$ cat src/rtl/mem_wb_stage.sv
// Memory stage and MEM/WB pipeline register: issues the data-cache request for the
// instruction leaving EX/MEM, holds it until dhit, then hands the result set to write-back.
module mem_wb_stage #(
    parameter int DW = 32,
    parameter int RW = 5,
    parameter int CW = 32
) (
    input  logic          CLK,
    input  logic          RST,
    input  logic          pipe_en,
    input  logic          m_valid,
    input  logic          m_dREN,
    input  logic          m_dWEN,
    input  logic [DW-1:0] m_addr,
    input  logic [DW-1:0] m_store,
    input  logic [DW-1:0] m_aluout,
    input  logic [DW-1:0] m_npc,
    input  logic [RW-1:0] m_wreg,
    input  logic          m_regwen,
    input  logic          m_jal,
    input  logic          m_ld,
    input  logic          m_halt,
    input  logic          dhit,
    input  logic [DW-1:0] dmemload,
    output logic          dmemREN,
    output logic          dmemWEN,
    output logic [DW-1:0] dmemaddr,
    output logic [DW-1:0] dmemstore,
    output logic          mem_stall,
    output logic          wb_valid,
    output logic          wb_Reg_Wen,
    output logic [RW-1:0] wb_wreg,
    output logic [DW-1:0] wb_memReg,
    output logic [DW-1:0] wb_ldData,
    output logic [DW-1:0] wb_npc,
    output logic          wb_jaltype,
    output logic          wb_ldtype,
    output logic          wb_halt,
    output logic [CW-1:0] dstall_cnt
);

    typedef enum logic {PASS, WAIT} state_t;
    state_t state;

    logic [DW-1:0] hold_addr, hold_store, hold_aluout, hold_npc;
    logic [RW-1:0] hold_wreg;
    logic          hold_ren, hold_wen, hold_regwen, hold_jal, hold_ld, hold_halt;
    logic          mem_op;

    function automatic logic [CW-1:0] sat_inc(input logic [CW-1:0] v);
        return (&v) ? v : v + CW'(1);
    endfunction

    assign mem_op = m_valid & (m_dREN | m_dWEN) & ~wb_halt;

    // Request stage: live from EX/MEM in PASS, frozen from the hold register in WAIT
    always_comb begin
        dmemREN   = 1'b0;
        dmemWEN   = 1'b0;
        dmemaddr  = '0;
        dmemstore = '0;
        mem_stall = 1'b0;
        if (state == WAIT) begin
            dmemREN   = hold_ren;
            dmemWEN   = hold_wen;
            dmemaddr  = hold_addr;
            dmemstore = hold_store;
            mem_stall = ~dhit;
        end else if (mem_op) begin
            dmemREN   = m_dREN;
            dmemWEN   = m_dWEN & ~m_dREN;
            dmemaddr  = m_addr;
            dmemstore = m_store;
            mem_stall = ~dhit;
        end
    end

    // MEM/WB register boundary
    always_ff @(posedge CLK) begin
        if (RST) begin
            state      <= PASS;
            wb_valid   <= 1'b0;
            wb_Reg_Wen <= 1'b0;
            wb_wreg    <= '0;
            wb_memReg  <= '0;
            wb_ldData  <= '0;
            wb_npc     <= '0;
            wb_jaltype <= 1'b0;
            wb_ldtype  <= 1'b0;
            wb_halt    <= 1'b0;
            dstall_cnt <= '0;
        end else begin
            // Bubble unless a branch below commits an instruction
            wb_valid   <= 1'b0;
            wb_Reg_Wen <= 1'b0;
            case (state)
                PASS: begin
                    if (!wb_halt) begin
                        if (mem_op && dhit) begin
                            wb_valid   <= 1'b1;
                            wb_Reg_Wen <= m_regwen;
                            wb_wreg    <= m_wreg;
                            wb_memReg  <= m_aluout;
                            wb_ldData  <= dmemload;
                            wb_npc     <= m_npc;
                            wb_jaltype <= m_jal;
                            wb_ldtype  <= m_ld;
                            wb_halt    <= m_halt;
                        end else if (mem_op) begin
                            hold_addr   <= m_addr;
                            hold_store  <= m_store;
                            hold_ren    <= m_dREN;
                            hold_wen    <= m_dWEN & ~m_dREN;
                            hold_aluout <= m_aluout;
                            hold_npc    <= m_npc;
                            hold_wreg   <= m_wreg;
                            hold_regwen <= m_regwen;
                            hold_jal    <= m_jal;
                            hold_ld     <= m_ld;
                            hold_halt   <= m_halt;
                            state       <= WAIT;
                        end else if (pipe_en) begin
                            wb_valid   <= m_valid;
                            wb_Reg_Wen <= m_regwen & m_valid;
                            wb_wreg    <= m_wreg;
                            wb_memReg  <= m_aluout;
                            wb_npc     <= m_npc;
                            wb_jaltype <= m_jal;
                            wb_ldtype  <= m_ld;
                            wb_halt    <= m_valid & m_halt;
                        end
                    end
                end
                WAIT: begin
                    dstall_cnt <= sat_inc(dstall_cnt);
                    if (dhit) begin
                        wb_valid   <= 1'b1;
                        wb_Reg_Wen <= hold_regwen;
                        wb_wreg    <= hold_wreg;
                        wb_memReg  <= hold_aluout;
                        wb_ldData  <= dmemload;
                        wb_npc     <= hold_npc;
                        wb_jaltype <= hold_jal;
                        wb_ldtype  <= hold_ld;
                        wb_halt    <= hold_halt;
                        state      <= PASS;
                    end
                end
                default: state <= PASS;
            endcase
        end
    end

endmodule
$ cat config.mk
export PLATFORM = sky130hd
export DESIGN_NAME = mem_wb_stage
export DESIGN_NICKNAME = d
export VERILOG_FILES = /design/src/rtl/mem_wb_stage.sv
export SDC_FILE = /design/constraint.sdc
export NUM_CORES = 1
export LEC_CHECK = 0
export ABC_AREA = 1
export BUFFER_PORTS_ARGS = -buffer_cell sky130_fd_sc_hd__buf_2
export CAP_MARGIN = 15
export CORE_MARGIN = 3
export CORE_UTILIZATION = 51
export DETAILED_ROUTE_END_ITERATION = 7
export PLACE_DENSITY_LB_ADDON = 0.05
export SYNTH_ARGS = -nofsm -noshare
export SYNTH_HDL_FRONTEND = slang
export SYNTH_SLANG_ARGS = --single-unit
$ cat constraint.sdc
create_clock -name CLK -period 14.7 [get_ports CLK]
set_input_delay 1.47 -clock CLK [delete_from_list [all_inputs] [get_ports CLK]]
set_output_delay 1.47 -clock CLK [all_outputs]
set_load 0.01 [all_outputs]
Word-level counts from Yosys, hierarchy flattened
Cells that the tools add are included.
{"block": "word_totals", "ff_bits": 278, "out_inout_bits": 205}
{"block": "op_classes", "n_addsub": 1, "muxes": 67, "bitwise": 13, "eq_ne": 5, "n_reduce_logical": 6}
{"op": "$mux W32", "count": 17}
{"op": "$pmux W32 S2", "count": 3}
{"op": "$mux W1", "count": 35}
{"op": "$add A32 B1 Y32 const B", "count": 1}
{"op": "$reduce_and A32 Y1", "count": 1}
{"op": "$mux W5", "count": 5}
{"op": "$pmux W1 S2", "count": 6}
{"op": "$pmux W5 S2", "count": 1}
{"op": "$not A1 Y1", "count": 7}
{"op": "$ne A2 B2 Y1 const B", "count": 3}
{"op": "$ne A3 B3 Y1 const B", "count": 2}
{"op": "$and A1 B1 Y1", "count": 5}
{"op": "$reduce_and A5 Y1", "count": 1}
{"op": "$reduce_and A4 Y1", "count": 1}
{"op": "$reduce_and A3 Y1", "count": 1}
{"op": "$reduce_and A2 Y1", "count": 1}
{"op": "$logic_and A1 B1 Y1", "count": 1}
{"op": "$or A1 B1 Y1", "count": 1}

Logic depth before layout (Yosys ltp)
{"block": "depth", "depth_word": 7, "mapped_depth": 11, "depth_no_buf": 10}

Worst setup path after synthesis
OpenSTA, ideal clock, no wires.
{"block": "synth_timing", "path_type": "input port to flip-flop", "startpoint": "in m_dREN", "endpoint": "reg hold_addr[0], enable pin", "n_path_buf": 0, "arrival_time_ps": 11203, "cell_stages": 4, "slack_ps": 2690, "path_cell_list": "inv_1 -> a21oi_2 -> nand2_1 -> nor3_1"}
{"block": "synth_via", "elab_chain_len": 6}
{"element": "from (decl)", "line_no": "12", "source": "input logic m_dREN,"}
{"element": "$or A1 B1 Y1 *", "line_no": "54", "source": "assign mem_op = m_valid & (m_dREN | m_dWEN) & ~wb_halt;"}
{"element": "$and A1 B1 Y1 * (2 in series)", "line_no": "54"}
{"element": "$logic_and A1 B1 Y1", "line_no": "99", "source": "if (mem_op && dhit) begin"}
{"element": "$not A1 Y1 (no source line)"}
{"element": "$reduce_and A5 Y1 (no source line) *"}
{"element": "to (signal assigned)", "line_no": "110", "source": "hold_addr <= m_addr;"}
{"element": "to (decl)", "line_no": "45", "source": "logic [DW-1:0] hold_addr, hold_store, hold_aluout, hold_npc;"}
Mark *: on every way between the ends. The rest lies on a longest branch, timed or not.
A chain may end at the register's enable or synchronous reset.

Worst setup path in the final report
{"block": "layout_timing", "startpoint": "in m_dREN", "endpoint": "out mem_stall"}
{"block": "layout_via", "elab_chain_len": 5}
{"element": "$or A1 B1 Y1", "line_no": "54"}
{"element": "$and A1 B1 Y1 (2 in series)", "line_no": "54"}
{"element": "$mux W1", "line_no": "69", "source": "end else if (mem_op) begin"}
{"element": "$mux W1", "line_no": "63", "source": "if (state == WAIT) begin"}
{"element": "to (decl)", "line_no": "29", "source": "output logic mem_stall,"}
Every way passes these cells.

==> impl_metrics.tcl <==
set metrics [dict create \
    finalClockSkew_ps 6.97 \
    fmaxAchievable_mhz 230 \
    place.port_buffers 380 \
    ant_nets 0 \
    report.final.slew_viol_count 0 \
    synth.net_count 1515 \
    critical_path_buffers_and_inverters 4 \
    worst_hold_path_type "reg -> reg" \
    route.detailed.wl_per_inst_um 16.0 \
    drcViolationCount 0 \
    cts-resized-gates 0 \
    critical_path_required_ps 13230 \
    design.portCount 381 \
    timing.critical_path.cells "buf_2 > inv_1 > a21oi_4 > buf_4 > nand2_1 > nand2_1 > buf_2" \
    worst_hold_path_depth 2 \
    post_synthesis_share_of_cell_area_spent_on_full_adders_half_adders_and_majority_gates_pct 0.104 \
    horizontal_extent_of_the_die_um 159 \
    status "complete, no violations" \
    static_leakage_nw 6.77 \
    initial_core_util_pct 52.4 \
    syn-cell-area_mm2 0.0120 \
    synth_mux_area_share_pct 5.92 \
    crit_slowest_cell "sky130_fd_sc_hd__buf_4" \
    ys.warnings.count 0 \
    clock_insertion_delay_worst_skew_ps 540 \
    floorplan.die_area_mm2 0.0254 \
    wl_um 32400 \
    area_delta_synth_final_pct 24.6 \
    holdBufCountCts 0 \
    fp-row-count 55 \
    synth_simple_gate_area_share_pct 27.0 \
    layout-drive-gt1-share_pct 28.6 \
    grt_pass1_wl_um 50600 \
    overflow 0 \
    cts-buffers-inserted 29 \
    grt_usage_pct 24.3 \
    critPathMaxStageDelay_ps 560 \
    worstSetupPathType "in -> out" \
    min-delay-start "wb_memReg[15]" \
    worst-slew-pin-transition_ps 1080 \
    number_of_vias_per_cell_after_detailed_routing 4.94 \
    cp-end-kind "output pin" \
    maximum_number_of_pins_on_one_net_before_global_route_repair 83 \
    start_kind "input port" \
    clk_root_buffer_cell "sky130_fd_sc_hd__clkbuf_16" \
    arrival_ps 2890 \
    pre_cts_slack_ps 10220 \
    worst_vdd_drop_mv 0.0755 \
    final.setup.tns_ps 0 \
    die_height_um 159 \
    clkSlewWorstSetupHoldPaths_ps 60 \
    dominant_combinational_cell_family_by_area_after_synthesis "simple AND/OR/NAND/NOR gates" \
    grt_setup_unrepaired "false" \
    timing.critical_path.from "m_dREN" \
    synth_cell_types 30 \
    final_core_utilization_pct 65.3 \
    clock_sink_count 278 \
    synth_compound_gate_area_share_pct 3.65 \
    cp_max_fo 68 \
    cts_post_setup_buffers_inserted 0 \
    timing.reg2reg.worst_path_depth 10 \
    cp.depth 7 \
    rr_startpoint "state" \
    core-area_mm2 0.0229 \
    drt_pass1_iterations 5 \
    number_of_flip_flops_and_latches_in_the_synthesized_netlist 278 \
    routability_cong 0.906 \
    initial_drc_count 651 \
    power.density_cell_area_mw_per_mm2 123 \
    synth-xor-area-share_pct 1.09 \
    avgSynthCellArea_um2 8.97 \
    fillCellCount 2020 \
    layout_setup_ws_ps 10340 \
    antenna_found_initial 10 \
    dp.final_hpwl_um 22600 \
    timing_hold_violations_final 0 \
    max-cap-violations 0 \
    report.final.setup_viol 0 \
    clockBufferDepth 3 \
    maxSlewHeadroom_pct 28.2 \
    finish.net_count 1863 \
    period_needed_ps 4360 \
    ys_seq_area_share_pct 58.0 \
    timing.critical_path.max_delay_family "buffers and inverters" \
    total_power_w 0.00184 \
    cts_htree_levels 1 \
    vias 10000 \
    cts_tree "built" \
    fin_crit_sh_pct 29.6 \
    number_of_global_route_vias_before_repair 9400 \
    postSynthCellCount 1338 \
]
## cells in the mapped netlist
| master | n | area share (%) |
|---|---|---|
| sky130_fd_sc_hd__edfxtp_1 | 139 | 35 |
| sky130_fd_sc_hd__mux2i_1 | 71 | 5.9 |
| sky130_fd_sc_hd__inv_1 | 34 | 1.1 |
| sky130_fd_sc_hd__buf_12 | 3 | 0.50 |
| sky130_fd_sc_hd__nor2_8 | 1 | 0.17 |
| sky130_fd_sc_hd__a21oi_1 | 7 | 0.29 |
| sky130_fd_sc_hd__nor2_1 | 262 | 8.2 |
| sky130_fd_sc_hd__o211ai_1 | 1 | 0.063 |
| sky130_fd_sc_hd__buf_4 | 10 | 0.63 |
| sky130_fd_sc_hd__buf_2 | 16 | 0.67 |
| sky130_fd_sc_hd__buf_1 | 3 | 0.094 |
| sky130_fd_sc_hd__o31ai_1 | 1 | 0.063 |
| sky130_fd_sc_hd__and2_1 | 1 | 0.052 |
| sky130_fd_sc_hd__nand2_4 | 3 | 0.28 |
| sky130_fd_sc_hd__o21ai_0 | 39 | 1.6 |
| sky130_fd_sc_hd__inv_2 | 3 | 0.094 |
| sky130_fd_sc_hd__clkbuf_1 | 40 | 1.3 |
| sky130_fd_sc_hd__nand2_1 | 407 | 13 |
| sky130_fd_sc_hd__nor2_2 | 4 | 0.21 |
| sky130_fd_sc_hd__nand2_2 | 19 | 0.99 |
| sky130_fd_sc_hd__ha_1 | 1 | 0.10 |
| sky130_fd_sc_hd__nor3b_1 | 1 | 0.063 |
| sky130_fd_sc_hd__xnor2_1 | 5 | 0.36 |
| sky130_fd_sc_hd__nand3_1 | 80 | 3.3 |
| sky130_fd_sc_hd__nor2_4 | 4 | 0.38 |
| sky130_fd_sc_hd__nand4_1 | 8 | 0.42 |
| sky130_fd_sc_hd__dfxtp_1 | 139 | 23 |
| sky130_fd_sc_hd__a21oi_2 | 22 | 1.6 |
| sky130_fd_sc_hd__nor3_1 | 4 | 0.17 |
| sky130_fd_sc_hd__xor2_1 | 10 | 0.73 |
## per-layer routing
layer	up-vias	GRT usage (%)	wire, um
met5	-	0	47
met4	8	9.67	1250
met3	83	7.28	2540
met2	316	40.1	15600
met1	4560	30.1	12900
li1	5054	-	-
## power by group
| part | switching, W | total (W) | leakage (nW) | internal [W] |
|---|---|---|---|---|
| logic | 0.000162 | 0.000258 | 3.91 | 0.0000961 |
| registers | 0.0000209 | 0.000882 | 2.41 | 0.000861 |
| clock network | 0.000294 | 0.000704 | 0.452 | 0.000410 |
| total | 0.000477 | 0.00184 | 6.77 | 0.00137 |
## sequential cells by signal, summed over array words and instances (netlist names), 5 cells and up
| name | cells |
|---|---|
| hold_aluout | 32 |
| wb_npc | 32 |
| hold_npc | 32 |
| hold_wreg | 5 |
| hold_addr | 32 |
| wb_memReg | 32 |
| dstall_cnt | 32 |
| wb_wreg | 5 |
| wb_ldData | 32 |
| hold_store | 32 |
## stage by stage
stage	area, um2	hold slack [ps]	std cells
3_5_place_dp	14000	466	1967
4_1_cts	14900	480	2021
2_1_floorplan	12000	493	1338
6_report	15000	476	2028
5_1_grt	15000	501	2027
3_3_place_gp	14000	457	1967
## area by class of cell
class	count	area, um2	area share, %
diodes	6	15.0	0.100
clock buffers	42	836	5.59
clock inverters	12	81.3	0.544
inverters	37	139	0.929
multi-input cells	951	4550	30.4
flip-flops and latches	278	6960	46.5
well taps	313	392	2.62
repair buffers	389	1980	13.3
## cells in the final DEF (no fill, tap or decap), drive strengths merged
master	instances
dfxtp	139
xor2	10
nand2	429
nor3b	1
bufinv	1
clkinv	10
o31ai	1
inv	38
buf	389
edfxtp	139
mux2i	71
nand4	8
o21ai	39
diode	6
nand3	80
o211ai	1
ha	1
nor2	271
xnor2	5
clkbuf	42
a21oi	29
nor3	4
and2	1
## kinds of logic after synthesis
family          Yosys count
buf+inv                 109
xor+xnor                 15
compound gates           70
flops                   278
fa+ha+maj                 1
mux                      71
simple gates            794
## path summary, 6_finish.rpt
kind,endpoint,slack (ps)
setup / recovery,mem_stall,10340
hold / removal,wb_memReg[15],480
setup reg to reg,wb_wreg[1],11090
hold reg to reg,wb_memReg[15],480
## tightest hold or removal path, cell delays in order (launching register included)
cell and delay, ps:
sky130_fd_sc_hd__dfxtp_1 320, sky130_fd_sc_hd__nor2_1 40, sky130_fd_sc_hd__nor2_1 80
No activity file was read; power rests on OpenSTA's default activity.
